--- config.mk ---
export PLATFORM = sky130hd
export DESIGN_NAME = writeback_unit
export DESIGN_NICKNAME = d
export VERILOG_FILES = /design/src/rtl/lemonpc_pkg.sv /design/src/rtl/wb_scoreboard.sv /design/src/rtl/writeback_unit.sv
export SDC_FILE = /design/constraint.sdc
export NUM_CORES = 1
export LEC_CHECK = 0
export CAP_MARGIN = 20
export CELL_PAD_IN_SITES_DETAIL_PLACEMENT = 0
export CELL_PAD_IN_SITES_GLOBAL_PLACEMENT = 2
export CORE_UTILIZATION = 25
export CTS_CLUSTER_SIZE = 16
export DETAILED_ROUTE_END_ITERATION = 12
export PLACE_DENSITY = 0.81
export SLEW_MARGIN = 10
export SYNTH_ARGS = -nofsm -noshare
export SYNTH_HDL_FRONTEND = slang
export SYNTH_SLANG_ARGS = --single-unit
export TNS_END_PERCENT = 10
--- constraint.sdc ---
create_clock -name clk -period 2.25 [get_ports clk]
set_clock_uncertainty 0.2 [all_clocks]
set_input_delay 0.225 -clock clk [delete_from_list [all_inputs] [get_ports clk]]
set_output_delay 0.225 -clock clk [all_outputs]
set_load 0.01 [all_outputs]
--- src/rtl/lemonpc_pkg.sv ---
// Shared types and constants for the writeback path: result-source encoding,
// ALU starvation limit and the fixed-priority-with-starvation arbitration rule.
package lemonpc_pkg;

  typedef enum logic [1:0] {
    SRC_NONE = 2'd0,
    SRC_ALU  = 2'd1,
    SRC_LSU  = 2'd2
  } wb_src_e;

  // ALU may lose this many back-to-back contested arbitrations before it is forced through
  localparam int unsigned STARVE_LIMIT = 2;
  localparam int unsigned LOSS_CNT_W   = $clog2(STARVE_LIMIT + 1);

  function automatic wb_src_e wb_arbitrate(input logic alu_v, input logic lsu_v,
                                           input logic alu_starved);
    wb_src_e src;
    if (alu_v && (!lsu_v || alu_starved)) begin
      src = SRC_ALU;
    end else if (lsu_v) begin
      src = SRC_LSU;
    end else begin
      src = SRC_NONE;
    end
    return src;
  endfunction

endpackage

--- src/rtl/wb_scoreboard.sv ---
// Pending-write scoreboard: one busy bit per architectural register, x0 never busy.
// A set and a clear aimed at the same register on one edge leaves it busy.
module wb_scoreboard
  import lemonpc_pkg::*;
#(
  parameter int ADDR_WIDTH = 5
) (
  input  logic                  clk,
  input  logic                  rst_n,
  input  logic                  set_en,
  input  logic [ADDR_WIDTH-1:0] set_idx,
  input  logic                  clr_en,
  input  logic [ADDR_WIDTH-1:0] clr_idx,
  input  logic [ADDR_WIDTH-1:0] issue_idx,
  output logic                  issue_busy,
  input  logic [ADDR_WIDTH-1:0] rs1_idx,
  output logic                  rs1_busy,
  input  logic [ADDR_WIDTH-1:0] rs2_idx,
  output logic                  rs2_busy
);

  localparam int DEPTH = 1 << ADDR_WIDTH;

  logic [DEPTH-1:0] busy_q;
  logic [DEPTH-1:0] busy_d;

  genvar gi;
  generate
    for (gi = 0; gi < DEPTH; gi++) begin : g_bit
      if (gi == 0) begin : g_zero
        assign busy_d[gi] = 1'b0;
      end else begin : g_reg
        logic set_hit;
        logic clr_hit;
        assign set_hit    = set_en && (set_idx == ADDR_WIDTH'(gi));
        assign clr_hit    = clr_en && (clr_idx == ADDR_WIDTH'(gi));
        assign busy_d[gi] = set_hit || (busy_q[gi] && !clr_hit);
      end
    end
  endgenerate

  always_ff @(posedge clk or negedge rst_n) begin
    if (!rst_n) begin
      busy_q <= '0;
    end else begin
      busy_q <= busy_d;
    end
  end

  assign issue_busy = busy_q[issue_idx];
  assign rs1_busy   = busy_q[rs1_idx];
  assign rs2_busy   = busy_q[rs2_idx];

endmodule

--- src/rtl/writeback_unit.sv ---
// Writeback arbiter: merges ALU/LSU results into one registered register-file write per
// cycle and tracks pending destinations. Define WB_BYPASS_EN to add operand forwarding ports.
module writeback_unit
  import lemonpc_pkg::*;
#(
  parameter int ADDR_WIDTH = 5,
  parameter int DATA_WIDTH = 32
) (
  input  logic                  clk,
  input  logic                  rst_n,
  input  logic                  issue_valid,
  input  logic [ADDR_WIDTH-1:0] issue_rd,
  output logic                  issue_ready,
  input  logic                  alu_valid,
  output logic                  alu_ready,
  input  logic [ADDR_WIDTH-1:0] alu_rd,
  input  logic [DATA_WIDTH-1:0] alu_data,
  input  logic                  lsu_valid,
  output logic                  lsu_ready,
  input  logic [ADDR_WIDTH-1:0] lsu_rd,
  input  logic [DATA_WIDTH-1:0] lsu_data,
  output logic                  rf_wen,
  output logic [ADDR_WIDTH-1:0] rf_rd,
  output logic [DATA_WIDTH-1:0] rf_data,
  input  logic [ADDR_WIDTH-1:0] rs1,
  input  logic [ADDR_WIDTH-1:0] rs2,
  output logic                  rs1_busy,
  output logic                  rs2_busy
`ifdef WB_BYPASS_EN
  ,
  output logic                  rs1_fwd_valid,
  output logic [DATA_WIDTH-1:0] rs1_fwd_data,
  output logic                  rs2_fwd_valid,
  output logic [DATA_WIDTH-1:0] rs2_fwd_data
`endif
);

  wb_src_e               grant;
  logic                  alu_starved;
  logic [LOSS_CNT_W-1:0] loss_q;
  logic [LOSS_CNT_W-1:0] loss_d;
  logic [ADDR_WIDTH-1:0] acc_rd;
  logic [DATA_WIDTH-1:0] acc_data;
  logic                  rf_wen_q;
  logic                  rf_wen_d;
  logic [ADDR_WIDTH-1:0] rf_rd_q;
  logic [ADDR_WIDTH-1:0] rf_rd_d;
  logic [DATA_WIDTH-1:0] rf_data_q;
  logic [DATA_WIDTH-1:0] rf_data_d;
  logic                  issue_busy;
  logic                  issue_set;
  logic                  rs1_sb_busy;
  logic                  rs2_sb_busy;

  assign alu_starved = (loss_q >= LOSS_CNT_W'(STARVE_LIMIT));
  assign grant       = wb_arbitrate(alu_valid, lsu_valid, alu_starved);
  assign alu_ready   = (grant == SRC_ALU);
  assign lsu_ready   = (grant == SRC_LSU);

  // Any ALU win ends its losing streak; only contested LSU wins extend it
  always_comb begin
    acc_rd   = '0;
    acc_data = '0;
    loss_d   = loss_q;
    unique case (grant)
      SRC_ALU: begin
        acc_rd   = alu_rd;
        acc_data = alu_data;
        loss_d   = '0;
      end
      SRC_LSU: begin
        acc_rd   = lsu_rd;
        acc_data = lsu_data;
        if (alu_valid) begin
          loss_d = loss_q + LOSS_CNT_W'(1);
        end
      end
      default: ;
    endcase
  end

  // Results for x0 are consumed but never written
  always_comb begin
    rf_wen_d  = (grant != SRC_NONE) && (acc_rd != '0);
    rf_rd_d   = rf_wen_d ? acc_rd : rf_rd_q;
    rf_data_d = rf_wen_d ? acc_data : rf_data_q;
  end

  always_ff @(posedge clk or negedge rst_n) begin
    if (!rst_n) begin
      loss_q    <= '0;
      rf_wen_q  <= 1'b0;
      rf_rd_q   <= '0;
      rf_data_q <= '0;
    end else begin
      loss_q    <= loss_d;
      rf_wen_q  <= rf_wen_d;
      rf_rd_q   <= rf_rd_d;
      rf_data_q <= rf_data_d;
    end
  end

  assign rf_wen  = rf_wen_q;
  assign rf_rd   = rf_rd_q;
  assign rf_data = rf_data_q;

  assign issue_ready = !issue_busy;
  assign issue_set   = issue_valid && issue_ready && (issue_rd != '0);

  wb_scoreboard #(
    .ADDR_WIDTH (ADDR_WIDTH)
  ) u_scoreboard (
    .clk        (clk),
    .rst_n      (rst_n),
    .set_en     (issue_set),
    .set_idx    (issue_rd),
    .clr_en     (rf_wen_q),
    .clr_idx    (rf_rd_q),
    .issue_idx  (issue_rd),
    .issue_busy (issue_busy),
    .rs1_idx    (rs1),
    .rs1_busy   (rs1_sb_busy),
    .rs2_idx    (rs2),
    .rs2_busy   (rs2_sb_busy)
  );

`ifdef WB_BYPASS_EN
  // The value being written this cycle is readable from the forward path right away
  assign rs1_fwd_valid = rf_wen_q && (rf_rd_q == rs1) && (rs1 != '0);
  assign rs2_fwd_valid = rf_wen_q && (rf_rd_q == rs2) && (rs2 != '0);
  assign rs1_fwd_data  = rf_data_q;
  assign rs2_fwd_data  = rf_data_q;
  assign rs1_busy      = rs1_sb_busy && !rs1_fwd_valid;
  assign rs2_busy      = rs2_sb_busy && !rs2_fwd_valid;
`else
  assign rs1_busy = rs1_sb_busy;
  assign rs2_busy = rs2_sb_busy;
`endif

endmodule

# ---- After elaboration in Yosys (flattened, before gate mapping)
# Cells that the tools add are included.
dict set report word_totals {
  register_bits 71
  wordCells 254
  out_inout_bits 43
  input_bits 94
}
dict set report classes {
  order_cmp 4
  muxes 12
  n_eq_ne 65
  reduce_logical 167
  n_addsub 1
}
# op n
set op_table {}
lappend op_table {{$eq A5 B5 Y1 const B} 32}
lappend op_table {{$logic_and A1 B1 Y1} 97}
lappend op_table {{$eq A5 B4 Y1 const B} 16}
lappend op_table {{$pmux W32 S2} 1}
lappend op_table {{$eq A5 B3 Y1 const B} 8}
lappend op_table {{$logic_not A1 Y1} 33}
lappend op_table {{$logic_or A1 B1 Y1} 32}
lappend op_table {{$eq A5 B2 Y1 const B} 4}
lappend op_table {{$lt A5 B6 Y1 const B} 3}
lappend op_table {{$bmux W1 S5} 3}
lappend op_table {{$eq A5 B1 Y1 const B} 2}
lappend op_table {{$pmux W5 S2} 1}
lappend op_table {{$reduce_bool A5 Y1} 2}
lappend op_table {{$mux W2} 3}
lappend op_table {{$pmux W2 S2} 1}
lappend op_table {{$reduce_bool A2 Y1} 2}
lappend op_table {{$mux W1} 3}
lappend op_table {{$add A2 B1 Y2 const B} 1}
lappend op_table {{$eq A2 B1 Y1 const B} 1}
lappend op_table {{$eq A2 B2 Y1 const B} 1}
lappend op_table {{$ge A2 B2 Y1 const B} 1}
lappend op_table {{$ne A2 B2 Y1 const B} 1}
lappend op_table {{$reduce_and A2 Y1} 1}

# ---- Logic depth before layout (Yosys ltp)
# Gate-level depths: netlist (run 1).
dict set report depth {
  depth_word 8
  depth_mapped 8
  depth_no_buf 7
}

# ---- Cells and area by module
# A second synthesis (run 1) with hierarchy kept.
dict set report hier_totals {
  cells_unflattened 390
  hier_area_um2 4197.8
}
# mod area_per_inst_um2 seq_area_each_um2 cells_per_inst instances
set modules_own_cells {}
lappend modules_own_cells {wb_scoreboard 2224.6 775.7 239 1}
lappend modules_own_cells {writeback_unit 1973.1 1001.0 151 1}

# ---- Worst setup path after synthesis (run 1)
# OpenSTA, ideal clock, no wires.
dict set report synth_path {
  path_type {input-to-output}
  from {input rs1[0]}
  to {output rs1_busy}
  required_time_ns 1.825
  path_buffers 1
  path_slack_ns -0.105
  stages 4
  arrival_ns 1.930
  cell_sequence {clkbuf_1 mux4_2 mux4_2 mux2_2}
}
dict set report synth_via {
  elab_chain_cells 2
}
# element line_no
set synth_lines {}
lappend synth_lines {{from (decl)} writeback_unit.sv:25} ;# input logic [ADDR_WIDTH-1:0] rs1,
lappend synth_lines {{$bmux W1 S5} wb_scoreboard.sv:51} ;# assign rs1_busy = busy_q[rs1_idx];
lappend synth_lines {{$mux W1 (implied by the code)} wb_scoreboard.sv:51}
lappend synth_lines {{to (decl)} writeback_unit.sv:27} ;# output logic rs1_busy,
# Every way passes these cells. The select of a mux whose other input is x is not followed.

# ---- Final worst setup path (run 1)
dict set report layout_path {
  from {register u_scoreboard.busy_q[22]}
  to {output rs1_busy}
}
dict set report layout_via {
  elab_chain_cells 2
}
# element line_no
set layout_lines {}
lappend layout_lines {{from (decl)} wb_scoreboard.sv:24} ;# logic [DEPTH-1:0] busy_q;
lappend layout_lines {{from (signal assigned)} wb_scoreboard.sv:46} ;# busy_q <= busy_d;
lappend layout_lines {{$bmux W1 S5} wb_scoreboard.sv:51}
lappend layout_lines {{$mux W1 (implied by the code)} wb_scoreboard.sv:51}
# Every way passes these cells. The select of a mux whose other input is x is not followed.

==> summary.md, run 1 <==
| Metric | Value |
|---|---|
| Run status | finished, violations left |
| Violations in the final reports | setup timing |
| Non-Filler Instances | 758 |
| Net Count, Synth | 468 |
| # DRC | 0 |
| WS Path Type | register to output port |
| Fin Hold WS | 0.251 ns |
| Fmax | 392 MHz |
| 1st-pass router iterations | 4 |
| Leakage | 2.45 nW |
| Largest cells by area after synthesis | dfrtp_1, mux4_2, a22oi_1, o31ai_1, o21ai_0 |
| # nets final | 638 |
| Synth warnings | 0 |
| CP endpoint kind | output port |
| Final-report hold violation count | 0 |
| Clock buffer count from CTS | 9 |
| Clock Latency Late Sink | 0.33 ns |
| Wirelength per Cell | 17.4 um |
| Tcrit/Tclk final | 113% |
| DIE HEIGHT | 127 um |
| RSZ-0062 raised after global routing | true |
| Worst-path fanout max | 4 |
| Buffers on Ports | 136 |
| Placed cell areas | 0.00583 sq mm |
| HP Class | input pin to asynchronous set/reset pin |
| DRT antenna net count | 0 |
| Die area | 0.0162 sq mm |
| Min Tclk post-route | 2.55 ns |
| CTS tree | built |
| Sequential area share after synthesis | 45.4% |
| Avg Vias per Cell | 4.97 |
| Post-synth EDFFs | 0 |
| Worst Tran Pin Value | 0.481 ns |
| Syn Area/Cell | 10.5 sq um |
| # diodes | 0 |
| Main synth FF type | dfrtp_1 |
| GR Util All Layers | 16.7% |
| GP Congestion | 0.881 |
| Final instance area | 0.00626 sq mm |
| Global-route wire length before repair | 20.7 mm |
| Share of flip-flops with an asynchronous set or reset | 100% |
| Root buf cell | clkbuf_16 |
| Commonest non-fill, non-tap cell in the layout | clkdlybuf4s50_1 |
| Slew Limit Fails | 0 |
| Pre-CTS WS | -0.810 ns |
| Die W | 127 um |
| Initial core utilization | 25.6% |
| Tot Pwr | 5.78 mW |
| Reg clk slew, reported paths | 0.06 ns |
| Area leader, netlist | dfrtp_1 |
| Fin worst setup slack | -0.299 ns |
| Setup violators final | 11 |
| Area growth syn-to-layout | 60.0% |
| Worst slew margin | 67.8% |
| Via Count | 3,766 |
| Worst Path Required | 1.82 ns |
| CP startpoint kind | register |
| DRT iter0 DRCs | 214 |
| Placed Cells | 738 |
| Synth unique cells | 31 |
| CORE AREA | 0.0153 sq mm |
| Clock Tree Buf Depth | 2 |
| Post-DP HPWL | 9.93 mm |
| Worst EP arrival | 2.12 ns |
| Layout cells sized above 1 | 19.9% |
| Synthesized area | 0.00391 sq mm |
| Pin count of the biggest net entering global routing | 72 |
| H-tree depth | 3 |
| Initial antenna violation count | 0 |
| Gate Count Post-Synth | 373 |
| Global route overflow | 0 |
| #FFs+latches synth | 71 |
| Vias in the first global route | 3,919 |
| Clock Sinks | 71 |
| I/O pins | 137 |
| Max VDD drop | 0.000359 V |
| Site Rows | 45 |
| Max-Cap Viols | 0 |
| WL final | 13.2 mm |
| Pwr Density | 924 mW/mm^2 |
| Most frequent cells in the layout | clkdlybuf4s50_1, dfrtp_1, buf_4, nor2_1, a22oi_1 |
| Area fraction of the dominant cell type after synthesis | 45.4% |
## through the flow
stage | util, % | setup TNS, ns
final | 41.0 | -0.841
after global routing | 41.0 | -2.87
after CTS | 40.8 | -0.738
after detailed placement | 38.2 | -19.17
after global placement | 38.2 | -18.38
after floorplan | - | -0.105
## registers in the layout, summed over array words and instances, names as in the netlist
signal and flops:
rf_data 32, u_scoreboard.busy_q 31, rf_rd 5, loss_q 2
rf_wen 1
## report_power, final
group	total (mW)	leakage [nW]	internal (mW)	switching, mW
logic	2.14	1.47	1.29	0.853
registers	2.12	0.839	1.67	0.443
clock network	1.52	0.145	0.966	0.557
## area by class of cell
| class | count | area, sq um |
|---|---|---|
| fillers | 1524 | 9000 |
| multi-input cells | 265 | 2020 |
| repair buffers | 188 | 1860 |
| flip-flops and latches | 71 | 1780 |
| well taps | 211 | 264 |
| clock buffers | 10 | 229 |
| clock inverters | 5 | 83.8 |
| inverters | 8 | 30.0 |
## timing repair
action | in CTS | in global routing
gates resized for setup | 28 | 9
hold buffers | 1 | 0
setup endpoints to repair | 36 | 32
setup buffers | 3 | 1
pin swaps | 4 | 2
gates cloned | 1 | 0
hold endpoints to repair | 71 | 0
## critical path: stages, from the launching register on
cell and delay [ns]:
dfrtp_1 0.44, mux4_2 0.48, mux4_2 0.47, mux2_4 0.28, buf_6 0.12
## cells in the mapped netlist, types with 2 or more instances
library cell and count:
buf_6 4, buf_2 2, clkbuf_1 22, o21ai_0 36
mux2i_1 3, o31ai_1 31, dfrtp_1 71, nor2b_1 6
a22oi_1 37, nand2b_1 2, nand3b_1 6, nand2_1 15
inv_1 8, nand3_1 10, mux4_2 23, o21ai_1 5
or4_1 3, nor2_1 39, mux2_2 7, a21oi_1 32
## routing by layer
metal | global-route usage (%) | part of all wire, % | wire length [um]
met5 | 0 | 0 | 0
met4 | 4.55 | 1.7 | 225
met3 | 6.24 | 9.6 | 1270
met2 | 28.1 | 47 | 6180
met1 | 20.0 | 42 | 5520
## cell families after synthesis
kind of cell	count (synthesis)	synth area share [%]
DFF	71	45.4
and+or+nand+nor	84	9.91
muxes	33	16.0
adders and majority gates	1	0.320
buffers and inverters	37	4.38
AOI/OAI and AO/OA	147	24.0
## worst paths after layout
path	start	slack [ns]	end	cells past startpoint
setup / recovery	u_scoreboard.busy_q[22]	-0.30	rs1_busy	4
hold / removal	rst_n	0.25	rf_data[17]	3
setup reg to reg	u_scoreboard.busy_q[9]	-0.02	u_scoreboard.busy_q[27]	7
hold reg to reg	rf_data[17]	0.33	rf_data[17]	2
max in group asynchronous	rst_n	1.29	u_scoreboard.busy_q[19]	3
min in group clk	rf_data[17]	0.33	rf_data[17]	2
No activity file was read; power rests on OpenSTA's default activity.
==> run 2, diff against run 1 <==
- GPL_TIMING_DRIVEN: default -> 0
==> summary.md, run 2 (synthesis gave the netlist of run 1 again) <==
| Metric | Value |
|---|---|
| Slew Limit Fails | 0 (unchanged) |
| # diodes | 0 (unchanged) |
| Reg-to-reg startpoint | u_scoreboard.busy_q[19] |
| Worst EP arrival | 2.19 ns (+0.07 ns) |
| Core Util, Final | 40.1% (-0.95 points) |
| Layout cells sized above 1 | 20.1% (+0.15 points) |
| Die W | 127 um (unchanged) |
| HP Class | input pin to asynchronous set/reset pin |
| # DRC | 0 (unchanged) |
| Die area | 0.0162 sq mm (unchanged) |
| RR Endpoint | u_scoreboard.busy_q[7] |
| Avg Vias per Cell | 5.11 (+2.8%) |
| CP startpoint kind | register |
| Placed cell areas | 0.00549 sq mm (-6.0%) |
| CP endpoint | issue_ready |
| Clock Tree Buf Depth | 2 (unchanged) |
| Sequential Power Share | 36.2% (-0.4 points) |
| Via Count | 3,776 (+0.27%) |
| Pre-CTS WS | -0.750 ns (+0.0603 ns) |
| Switch Pwr | 1.90 mW (+2.3%) |
| Slowest stage delay, CP | 0.46 ns (-0.02 ns) |
| Post-DP HPWL | 10.1 mm (+2.1%) |
| Fin worst setup slack | -0.367 ns (-0.0673 ns) |
| GP Congestion | 0.823 (-6.6%) |
| CP endpoint kind | output port |
| Worst Path Required | 1.82 ns (about the same) |
| Most frequent cells in the layout | clkdlybuf4s50_1, dfrtp_1, nor2_1, a22oi_1, o21ai_0 |
| Site Rows | 45 (unchanged) |
| CP max-delay cell | mux4_2 |
| Pwr Density | 946 mW/mm^2 (+2.4%) |
| Clock Power Share | 24.7% (-1.7 points) |
| I/O pins | 137 (unchanged) |
| DRT iter0 DRCs | 231 (+7.9%) |
| Most common cell on crit path | buf_6 |
| Min Tclk post-route | 2.62 ns (+0.0673 ns) |
| GR Util All Layers | 17.3% (+0.62 points) |
| Wirelength per Cell | 18.8 um (+8.0%) |
| CP Cell Sequence | buf_6 > mux4_2 > a22o_1 > o32a_4 > buf_8 > inv_2 > buf_6 |
| Setup TNS | -5.33 ns (-4.49 ns) |
| Global route overflow | 0 (unchanged) |
| # nets final | 619 (-3.0%) |
| Clock Sinks | 71 (unchanged) |
| Worst slew margin | 58.8% (-9.0 points) |
| Int Power | 3.89 mW (-1.0%) |
| Setup violators final | 35 (+24) |
| Global-route wire length before repair | 21.2 mm (+2.5%) |
| Combinational share of power | 39.1% (+2.1 points) |
| Cells on worst reg2reg path | 7 (unchanged) |
| Violations in the final reports | setup timing |
| Run status | finished, violations left |
| RSZ-0062 raised after global routing | true |
| Reg clk slew, reported paths | 0.06 ns (about the same) |
| 1st-pass router iterations | 4 (unchanged) |
| # fillers | 1,527 (+0.20%) |
| Final instance area | 0.00612 sq mm (-2.3%) |
| Area growth syn-to-layout | 56.3% |
| Initial core utilization | 25.6% (unchanged) |
| CORE AREA | 0.0153 sq mm (unchanged) |
| Max-Cap Viols | 0 (unchanged) |
| Initial antenna violation count | 0 (unchanged) |
| WL final | 13.9 mm (+5.3%) |
| Max VDD drop | 0.000423 V (+18%) |
| Worst Tran Pin Value | 0.616 ns (+0.135 ns) |
| Worst-path fanout max | 3 (-1) |
| Leakage | 2.34 nW (-4.5%) |
| Max reg flops | 32 (unchanged) |
| Tcrit/Tclk final | 116% (+3.0 points) |
| Pin count of the biggest net entering global routing | 49 (-32%) |
| Clock Latency Late Sink | 0.33 ns (about the same) |
| Final-report hold violation count | 0 (unchanged) |
| Root buf cell | clkbuf_16 |
| CTS tree | built |
| Worst Setup SP | u_scoreboard.busy_q[19] |
| H-tree depth | 3 (unchanged) |
| WS Path Type | register to output port |
| Sw Ratio | 32.8% (+0.72 points) |
| DIE HEIGHT | 127 um (unchanged) |
| Vias in the first global route | 3,801 (-3.0%) |
| Clock buffer count from CTS | 9 (unchanged) |
| DRT antenna net count | 0 (unchanged) |
| Commonest non-fill, non-tap cell in the layout | clkdlybuf4s50_1 |
| Fmax | 382 MHz (-2.6%) |
| R2R Setup Slk | -0.20 ns (-0.18 ns) |
| Buffers on Ports | 128 (-5.9%) |
==> run 2: changes by cell type in the layout (fill, tap and decap cells not counted), sizes merged <==
cell           delta
bufbuf            -1
clkdlybuf4s15     -1
dlymetal6s2s      +1
clkinvlp          -1
bufinv            -1
dlygate4sd2       -4
buf              -31
clkdlybuf4s50     -4
clkbuf           +23
==> run 2: power by group through the flow <==
stage | Sequential [mW] | Clock (mW) | Combinational [mW]
6_report | 2.09 | 1.43 | 2.26
5_1_grt | 2.14 | 1.53 | 2.44
3_5_place_dp | 2.10 | 0 | 1.89
2_1_floorplan | 1.98 | 0 | 1.10
3_3_place_gp | 2.06 | 0 | 1.85
4_1_cts | 2.07 | 1.47 | 2.07
==> run 2: area by class of cell <==
type                       instances  area (sq um)  area share [%]
inverter                           8          30.0           0.491
multi-input combinational        265          2130            34.8
timing repair buffer             140          1420            23.2
sequential                        71          1780            29.1
buffer                            29           200            3.27
clock buffer                      12           256            4.19
clock inverter                     3          42.5           0.696
tap                              211           264            4.32
==> run 2: worst min-delay path by stage <==
stage / startpoint / endpoint / slack, ns / cells past startpoint
6_report: rst_n / rf_data[13] / 0.15 / 2
5_1_grt: rst_n / rf_data[13] / 0.17 / 2
4_1_cts: rst_n / rf_data[13] / 0.15 / 2
3_5_place_dp: rst_n / rf_data[13] / -0.04 / 1
3_3_place_gp: rf_data[24] / rf_data[24] / 0.31 / 2
2_1_floorplan: rst_n / loss_q[0] / -0.27 / 0
==> run 2: worst max-delay path: cells and delay by family, from the launching register on <==
kind | cells | cell delay [ns]
buffers and inverters | 4 | 0.40
multiplexers | 1 | 0.46
flip-flops | 1 | 0.40
AO/OA/AOI/OAI | 2 | 0.60
==> run 2: metrics by stage <==
step	total power [mW]	hold slack [ns]	cells
2_1_floorplan	3.08	-0.271	373
3_3_place_gp	3.91	0.307	712
3_5_place_dp	3.99	-0.0372	713
4_1_cts	5.62	0.146	736
5_1_grt	6.12	0.172	739
6_report	5.79	0.149	739
==> run 2: per-layer routing <==
| layer | routed length, um | track usage, % |
|---|---|---|
| met3 | 1150 | 5.11 |
| met4 | 227 | 6.30 |
| met5 | 0 | 0 |
| met1 | 5840 | 21.6 |
| met2 | 6680 | 28.5 |
==> run 2: what timing repair did <==
action,4_1_cts,5_1_grt
pin swaps,11,5
setup endpoints to repair,44,74
gates resized for setup,43,42
buffers inserted,7,3
hold endpoints to repair,71,0
hold buffers,1,0
